File: config.mk
export PLATFORM = sky130hd
export DESIGN_NAME = game_credit_ctrl
export DESIGN_NICKNAME = d
export VERILOG_FILES = /design/src/rtl/game_credit_ctrl.sv
export SDC_FILE = /design/constraint.sdc
export NUM_CORES = 1
export LEC_CHECK = 0
export ABC_AREA = 1
export CAP_MARGIN = 20
export CELL_PAD_IN_SITES_DETAIL_PLACEMENT = 0
export CELL_PAD_IN_SITES_GLOBAL_PLACEMENT = 2
export CORE_AREA = 4 4 85 87
export CTS_CLUSTER_DIAMETER = 100
export CTS_CLUSTER_SIZE = 10
export DETAILED_ROUTE_END_ITERATION = 7
export DIE_AREA = 0 0 89 91
export PLACE_DENSITY = 0.75
export SLEW_MARGIN = 20
export SYNTH_ARGS = -nofsm -noshare
export SYNTH_HDL_FRONTEND = slang
export SYNTH_SLANG_ARGS = --single-unit
File: constraint.sdc
create_clock -name clk -period 3.2 [get_ports clk]
set_input_delay 0.32 -clock clk [delete_from_list [all_inputs] [get_ports clk]]
set_output_delay 0.32 -clock clk [all_outputs]
set_load 0.02 [all_outputs]
File: src/rtl/game_credit_ctrl.sv
// game_credit_ctrl: credit/time controller for a coin-operated game station.
// Deposits from the payment front-end add to a saturating credit balance,
// play deducts a normal or boost cost per cycle, and registered lamp flags
// (yellow = low credit, red = insufficient credit) drive the station lamps.
// Optional macro GAME_CREDIT_SPENT_EN adds a saturating 16-bit running total
// of deducted credits on output 'spent'.
module game_credit_ctrl #(
  parameter int W          = 10,
  parameter int NORM_COST  = 1,
  parameter int BOOST_COST = 2,
  parameter int WARN_LVL   = 10
) (
  input  logic         clk,
  input  logic         rst_n,
  input  logic [W-1:0] money,
  input  logic         set,
  input  logic         boost,
  input  logic         pause,
  output logic [W-1:0] remain,
  output logic         yellow,
  output logic         red,
  output logic         ovf,
`ifdef GAME_CREDIT_SPENT_EN
  output logic [15:0]  spent,
`endif
  output logic         play
);

  localparam logic [W-1:0] NORM_C  = W'(NORM_COST);
  localparam logic [W-1:0] BOOST_C = W'(BOOST_COST);
  localparam logic [W-1:0] WARN_C  = W'(WARN_LVL);
  localparam logic [W:0]   MAX_EXT = {1'b0, {W{1'b1}}};

  typedef enum logic [1:0] {
    IDLE   = 2'd0,
    PLAY   = 2'd1,
    PAUSED = 2'd2
  } state_e;

  state_e       state_q, state_d;
  logic [W-1:0] remain_q, remain_d;
  logic         yellow_q, yellow_d;
  logic         red_q, red_d;
  logic         ovf_q, ovf_d;
  logic         play_q, play_d;

  logic [W-1:0] cost;
  logic [W-1:0] add;
  logic [W-1:0] ded;
  logic [W:0]   sum;

  // Credit arithmetic, lamp flags and next play state, all from registered values.
  always_comb begin
    cost     = boost ? BOOST_C : NORM_C;
    add      = set ? money : '0;
    // Deduction only ever draws on credit already held; never a partial charge.
    ded      = (!pause && (remain_q >= cost)) ? cost : '0;
    sum      = {1'b0, remain_q} - {1'b0, ded} + {1'b0, add};
    ovf_d    = (sum > MAX_EXT);
    remain_d = ovf_d ? MAX_EXT[W-1:0] : sum[W-1:0];
    red_d    = (remain_d < cost);
    yellow_d = !red_d && (remain_d <= WARN_C);

    state_d = state_q;
    unique case (state_q)
      IDLE: begin
        if ((remain_d >= cost) && !pause)      state_d = PLAY;
        else if (pause && (remain_d != '0))    state_d = PAUSED;
      end
      PLAY: begin
        if (pause)                             state_d = PAUSED;
        else if (remain_d < NORM_C)            state_d = IDLE;
      end
      PAUSED: begin
        if (!pause) state_d = (remain_d >= cost) ? PLAY : IDLE;
      end
      default:                                 state_d = IDLE;
    endcase
    play_d = (state_d == PLAY);
  end

  // Register state and all outputs; reset clears everything immediately.
  always_ff @(posedge clk or negedge rst_n) begin
    if (!rst_n) begin
      state_q  <= IDLE;
      remain_q <= '0;
      yellow_q <= 1'b0;
      red_q    <= 1'b0;
      ovf_q    <= 1'b0;
      play_q   <= 1'b0;
    end else begin
      state_q  <= state_d;
      remain_q <= remain_d;
      yellow_q <= yellow_d;
      red_q    <= red_d;
      ovf_q    <= ovf_d;
      play_q   <= play_d;
    end
  end

  assign remain = remain_q;
  assign yellow = yellow_q;
  assign red    = red_q;
  assign ovf    = ovf_q;
  assign play   = play_q;

`ifdef GAME_CREDIT_SPENT_EN
  // Wide enough that one deduction can never wrap the intermediate sum.
  localparam int SPW = (W > 16) ? (W + 1) : 17;

  logic [15:0]    spent_q, spent_d;
  logic [SPW-1:0] spent_sum;

  // Running total of deducted credits, clipped at all-ones.
  always_comb begin
    spent_sum = SPW'(spent_q) + SPW'(ded);
    spent_d   = (spent_sum > SPW'(17'h0FFFF)) ? 16'hFFFF : spent_sum[15:0];
  end

  // Spent total advances in the same cycle as the balance.
  always_ff @(posedge clk or negedge rst_n) begin
    if (!rst_n) spent_q <= '0;
    else        spent_q <= spent_d;
  end

  assign spent = spent_q;
`endif

endmodule

==> results of run 1 <==
## registers in the layout (all words and copies together), names as in the netlist
signal and cells:
ovf 1, remain 10, play 1, red 1
yellow 1, state_q 2
## metrics by stage
step                instances  hold WS [ns]
global route              380         0.554
CTS                       378         0.519
floorplan                 238        0.0244
global placement          371         0.507
finish                    380         0.486
detailed placement        371         0.530
## final timing paths
kind,start,endpoint,cells after the start
min in group clk,state_q[1]$_DFF_PN0_,state_q[1]$_DFF_PN0_,3
hold reg to reg,state_q[1]$_DFF_PN0_,state_q[1]$_DFF_PN0_,3
hold / removal,rst_n,ovf$_DFF_PN0_,1
setup reg to reg,remain[1]$_DFF_PN0_,play$_DFF_PN0_,20
max in group asynchronous,rst_n,remain[1]$_DFF_PN0_,1
setup / recovery,remain[1]$_DFF_PN0_,play$_DFF_PN0_,20
## power by group
| group | total, mW | switching, mW | internal, mW |
|---|---|---|---|
| logic | 2.18 | 1.17 | 1.00 |
| registers | 0.308 | 0.0355 | 0.273 |
| clock network | 0.176 | 0.0673 | 0.109 |
## logic make-up after synthesis
kind of cell	Yosys count	share of synthesized area
simple gates	123	0.337
buf+inv	64	0.155
fa+ha+maj	24	0.202
flops	16	0.256
compound gates	7	0.0232
xor+xnor	4	0.0272
## cells in the mapped netlist
cell	number	area share
o21ai_0	2	0.0064
a31oi_1	1	0.0040
xor2_2	1	0.010
ha_1	22	0.18
xnor2_1	3	0.017
nor3_1	1	0.0032
inv_1	61	0.15
nand3_1	15	0.048
fa_1	2	0.026
nand2_2	3	0.012
nand3b_1	1	0.0048
nor3b_1	1	0.0048
nor2_2	2	0.0080
nand4_2	1	0.0080
clkbuf_1	1	0.0024
or2_1	1	0.0040
nand4_1	4	0.016
nand2_1	74	0.18
dfrtp_1	16	0.26
inv_2	1	0.0024
buf_2	1	0.0032
or2_2	1	0.0040
nor2_1	19	0.046
a21oi_1	4	0.013
## cell type report
cell class,instances,area [um^2]
Fill cell,692,3910
Multi-Input combinational cell,158,1110
Timing Repair Buffer,63,542
Sequential cell,16,403
Inverter,62,233
Tap cell,77,96.3
Clock buffer,4,55.1
## per-layer routing
metal  vias to the layer above  global-route usage  part of all wire
met1                       705               0.156              0.47
met2                        32               0.178              0.46
li1                        843                   -                 -
met3                         6              0.0244             0.043
met5                         -                   0                 0
met4                         0              0.0285             0.022
## worst reg2reg max path: cells and delay by family, from the launching register on
family,cells,cell delay [ns]
AO/OA/AOI/OAI,2,0.23
adder cells (fa/ha/maj),4,1.43
buffers and inverters,3,0.16
flip-flops,1,0.42
AND/OR/NAND/NOR,11,0.80
## what timing repair did
action | CTS | global route
setup endpoints to repair | 6 | 5
gates resized for setup | 8 | 33
buffers inserted | 3 | 2
pin swaps | 14 | 23
==> results by group, run 1 <==
Logic synthesis
  • Number of distinct library cells after synthesis: 24
  • YS warnings: 0
  • Cells after Synth: 238
  • Post-synthesis sequential area ratio: 0.256
  • Syn Nets: between 200 and 300
  • Post-synthesis cell area: approximately 1600 um^2
  • Mapped Avg Cell Area: 6.56 um^2
  • Yosys reg bits: 16

Timing
  • Setup TNS Final: 0 ns
  • Crit share post-route: 0.990
  • Peak Freq: 316 MHz
  • Setup skew after layout: about 0.0013 ns
  • Final setup fails: 0
  • RSZ-0062 raised after global routing: yes
  • Max-slew headroom: 0.544
  • Post-layout min period: 3.17 ns
  • Final WS setup: 0.0310 ns
  • Worst-Margin Slew: 0.682 ns
  • Final hold vios: 0
  • Max-slew violations: 0

Placement
  • Final GP Congestion: 0.809
  • DP Area: 2200 um^2
  • Place WS: -0.559 ns
  • Placed wire-length estimate: 3690 um
  • Buffers added on ports: 28

Finish
  • Nets: roughly 340
  • Most frequent cells in the layout: nand2_1 (63), inv_1 (50), buf_4 (35)
  • Share of layout cells above drive strength 1: 0.307
  • Commonest non-fill, non-tap cell in the layout: nand2_1
  • Area delta synth->final: 56.1%
  • Antenna cells: 0
  • Final instance area: 2440 um^2
  • Core occupancy in the finished layout: 0.384

Critical path
  • CP endpoint kind: flop
  • Reg-to-reg slack, setup: 0.03 ns
  • CP Buf/Inv Count: 3
  • Worst path cell trace: ha_4 -> o21ai_2 -> a31oi_2 -> nand2_1 -> fa_1 -> inv_2 -> fa_2 -> inv_2 -> nand3_2 -> nand3_2 -> nand2_2 -> nand2_4 -> nand2_4 -> ha_4 -> nand2_2 -> inv_2 -> nor2_4 -> nand2_2 -> nand2_2 -> nand2_1
  • WP data required: 3.34 ns
  • CP Data Arrival Time: 3.31 ns
  • Cell mode on critical path: nand2_2
  • Worst Setup Start Kind: flop
  • Crit Path Max Fanout: 3
  • Crit-path max cell delay: 0.58 ns
  • Setup Crit Path Kind: flop to flop
  • Slowest CP cell: fa_1
  • Top delay family on crit path: adder cells

Drt
  • First DRT Iteration DRCs: 65
  • Routed vias/inst: 4.17
  • Wirelength per Cell: around 12 um
  • First-pass DRT Iterations: 5
  • Post-Route WL: 4390 um
  • Antenna-violating nets left: 0
  • # DRC: 0
  • Vias post-DR: between 1500 and 2000

Global route
  • First-pass GRT wire length: 7290 um
  • Vias in the first global route: 1565
  • Initial antenna violation count: 0
  • Total GRT Usage: 0.113
  • Largest net degree at the start of global routing: 17
  • Gr ovfl total: 0

Run
  • Max-cap viol count: 0

Clocking
  • Worst-case clock buffer depth: 2
  • Number of H-tree levels: 1
  • Clock transition at the registers of the reported paths: 0.06 ns
  • CTS tree: yes
  • Root Buffer: clkbuf_8
  • Clock Latency Late Sink: 0.25 ns
  • Hold-fix buffers, CTS: 0
  • Clock tree sinks: 16
  • Num CTS Buffers: 3

Power and ir drop
  • Leakage: 1.32 nW
  • Power Density: 1090 nW/um^2
  • Worst VDD drop: about 440 uV
  • Design Power: 2.66 mW

Floorplan
  • Die Footprint: about 8100 um^2
  • Core area: 6350 um^2
  • Cell Rows: 29
  • Io pins: 29
  • Die Width: 89 um
  • Effective utilization at floorplan: 0.246
  • Die height: 91 um

Status
  • Status: completed

Hold path
  • Hold Crit Class: primary input to async pin
No activity file was read; power rests on OpenSTA's default activity.
==> run 2, diff against run 1 <==
==> constraint.sdc (replaced) <==
create_clock -name clk -period 3.2 [get_ports clk]
set_input_delay 0.64 -clock clk [delete_from_list [all_inputs] [get_ports clk]]
set_output_delay 0.64 -clock clk [all_outputs]
set_load 0.02 [all_outputs]
==> run 2 against run 1 <==
Cell count increased by 3.2%; highest routed layer unchanged; the run now ends with setup timing left; clock skew increased by 0.00093 ns; clock power is 19% lower; setup slack got worse by 0.10 ns; design area is 3.7% higher; combinational power up 5%; die area stayed put.
==> results by group, run 2 (same netlist as run 1, synthesis figures left out) <==
Drt
  • Post-Route WL: 4350 um (-0.87%)
  • First DRT Iteration DRCs: 20 (-69%)
  • Vias post-DR: 1607 (+1.3%)
  • Wirelength per Cell: 11.1 um (-3.9%)
  • Routed vias/inst: 4.10 (-1.8%)
  • Antenna-violating nets left: 0 (unchanged)
  • # DRC: 0 (unchanged)
  • First-pass DRT Iterations: 4 (-1)

Global route
  • Met1 GRT Util: 0.155 (-0.000468)
  • Gr ovfl total: 0 (unchanged)
  • GRT busiest layer: met2
  • Vias in the first global route: 1649 (+5.4%)
  • Initial antenna violation count: 0 (unchanged)
  • Total GRT Usage: 0.114 (+0.00130)
  • First-pass GRT wire length: 7330 um (+0.56%)
  • Largest net degree at the start of global routing: 17 (unchanged)
  • Met3 usage: 0.0217 (-0.00271)
  • Met2 Track Usage GR: 0.193 (+0.0155)

Finish
  • Max reg flops: 10 (unchanged)
  • Area delta synth->final: 61.9%
  • Commonest non-fill, non-tap cell in the layout: nand2_1
  • Antenna cells: 0 (unchanged)
  • Share of layout cells above drive strength 1: 0.308 (+0.00101)
  • FILL cells: 689 (-0.43%)
  • Nets: 356 (+3.8%)
  • Final instance area: 2530 um^2 (+3.7%)
  • Most frequent cells in the layout: nand2_1 (67), inv_1 (55), buf_4 (48)

Placement
  • Final GP Congestion: 0.812 (+0.41%)
  • Place WS: -0.948 ns (-0.389 ns)
  • Placed wire-length estimate: 3700 um (+0.19%)
  • Buffers added on ports: 28 (unchanged)
  • DP Area: 2330 um^2 (+5.8%)

Floorplan
  • Cell Rows: 29 (unchanged)
  • Effective utilization at floorplan: 0.246 (unchanged)
  • Die height: 91 um (unchanged)
  • Die Footprint: 8100 um^2 (unchanged)
  • Die Width: 89 um (unchanged)
  • Io pins: 29 (unchanged)
  • Core area: 6350 um^2 (unchanged)

Clocking
  • Num CTS Buffers: 3 (unchanged)
  • Clock transition at the registers of the reported paths: 0.06 ns (about the same)
  • Clock tree sinks: 16 (unchanged)
  • Root Buffer: clkbuf_8
  • CTS tree: yes
  • Hold-fix buffers, CTS: 0 (unchanged)
  • Worst-case clock buffer depth: 2 (unchanged)
  • Number of H-tree levels: 1 (unchanged)
  • Clock Latency Late Sink: 0.24 ns (about the same)

Timing
  • Crit share post-route: 1.02 (+0.0326)
  • Peak Freq: 306 MHz (-3.2%)
  • Post-layout min period: 3.27 ns (+0.104 ns)
  • Setup skew after layout: 0.00220 ns (+0.000932 ns)
  • Worst-Margin Slew: 0.705 ns (+0.0225 ns)
  • Max-slew headroom: 0.529 (-0.0150)
  • RSZ-0062 raised after global routing: yes
  • Final WS setup: -0.0732 ns (-0.104 ns)
  • Setup TNS Final: -0.179 ns (-0.179 ns)
  • Final setup fails: 3 (+3)
  • Final hold vios: 0 (unchanged)
  • Max-slew violations: 0 (unchanged)

Critical path
  • WP data required: 3.34 ns (about the same)
  • Worst Setup Start Kind: primary input
  • R2R Path Start: remain[1]$_DFF_PN0_
  • Crit Path Max Fanout: 3 (unchanged)
  • R2r worst-path depth: 23 (+15%)
  • FF-to-FF End: state_q[0]$_DFF_PN0_
  • CP Data Arrival Time: 3.41 ns (+0.10 ns)
  • Reg-to-reg slack, setup: 0.01 ns (-0.02 ns)
  • Setup Crit Path Kind: primary input to flop
  • CP endpoint kind: flop

Status
  • Violated checks: setup timing
  • Status: finished, violations left

Hold path
  • Hold path cells: 3
  • Hold Crit Start: state_q[1]$_DFF_PN0_
  • Worst Hold Endpoint: state_q[1]$_DFF_PN0_
  • Hold Crit Class: flop to flop

Power and ir drop
  • Design Power: 2.74 mW (+2.8%)
  • Worst VDD drop: 410 uV (-7.1%)
  • Power Density: 1080 nW/um^2 (-0.88%)
  • Leakage: 1.39 nW (+5.2%)

Run
  • Max-cap viol count: 0 (unchanged)
## run 2: changes by cell type in the layout (fill, tap and decap cells not counted), sizes merged
cell	previous run	this run
dlygate4sd2	1	0
buf	35	49
clkbuf	4	3
clkdlybuf4s50	27	26
dlymetal6s2s	0	1
## run 2: power by group
part	leakage [nW]	internal [mW]	switching, mW
logic	1.19	1.14	1.15
clock network	0.0216	0.0832	0.0599
registers	0.176	0.271	0.0328
## run 2: worst max-delay path by stage
stage / startpoint / to / slack (ns) / cells past startpoint
after global routing: boost / play$_DFF_PN0_ / -0.26 / 24
after CTS: boost / state_q[0]$_DFF_PN0_ / -0.22 / 23
after floorplan: boost / play$_DFF_PN0_ / -0.24 / 25
after detailed placement: boost / state_q[0]$_DFF_PN0_ / -0.95 / 23
final: boost / state_q[0]$_DFF_PN0_ / -0.07 / 25
after global placement: boost / play$_DFF_PN0_ / -0.89 / 26
## run 2: cell type report
cell class | instances | area, um^2 | area share
inverter | 62 | 245 | 0.0970
timing repair buffer | 76 | 653 | 0.258
multi-input combinational | 158 | 1090 | 0.432
clock buffer | 3 | 41.3 | 0.0163
tap | 77 | 96.3 | 0.0381
sequential | 16 | 400 | 0.158
## run 2: critical path, cell delays in order
cell     delay (ns)
buf_12         0.09
inv_12         0.03
ha_4           0.24
o21ai_2        0.05
a31oi_2        0.20
inv_1          0.08
nor2_2         0.09
ha_1           0.24
inv_1          0.06
ha_2           0.17
inv_2          0.04
fa_2           0.39
inv_2          0.08
nand3_2        0.09
nand3_2        0.06
nand2_1        0.05
nand2_2        0.11
nand2_4        0.07
ha_4           0.21
nand2_2        0.05
inv_2          0.03
nor2_1         0.08
nand2_1        0.09
nand2_1        0.09
nand2_1        0.05
## run 2: layer usage
metal | vias up | part of all wire
li1 | 866 | -
met1 | 714 | 0.49
met2 | 25 | 0.47
met3 | 2 | 0.038
met4 | 0 | 0.0032
met5 | - | 0
## run 2: what timing repair did
action | 4_1_cts | 5_1_grt
buffers inserted | 3 | 2
setup endpoints to repair | 16 | 14
gates resized for setup | 10 | 24
pin swaps | 17 | 18
hold endpoints to repair | 0 | 0
## run 2: metrics by stage
stage,hold WS [ns],std cells,util
4_1_cts,0.533,391,0.379
2_1_floorplan,0.344,238,-
5_1_grt,0.570,392,0.398
6_report,0.529,392,0.398
3_5_place_dp,0.524,385,0.367
3_3_place_gp,0.509,385,0.367
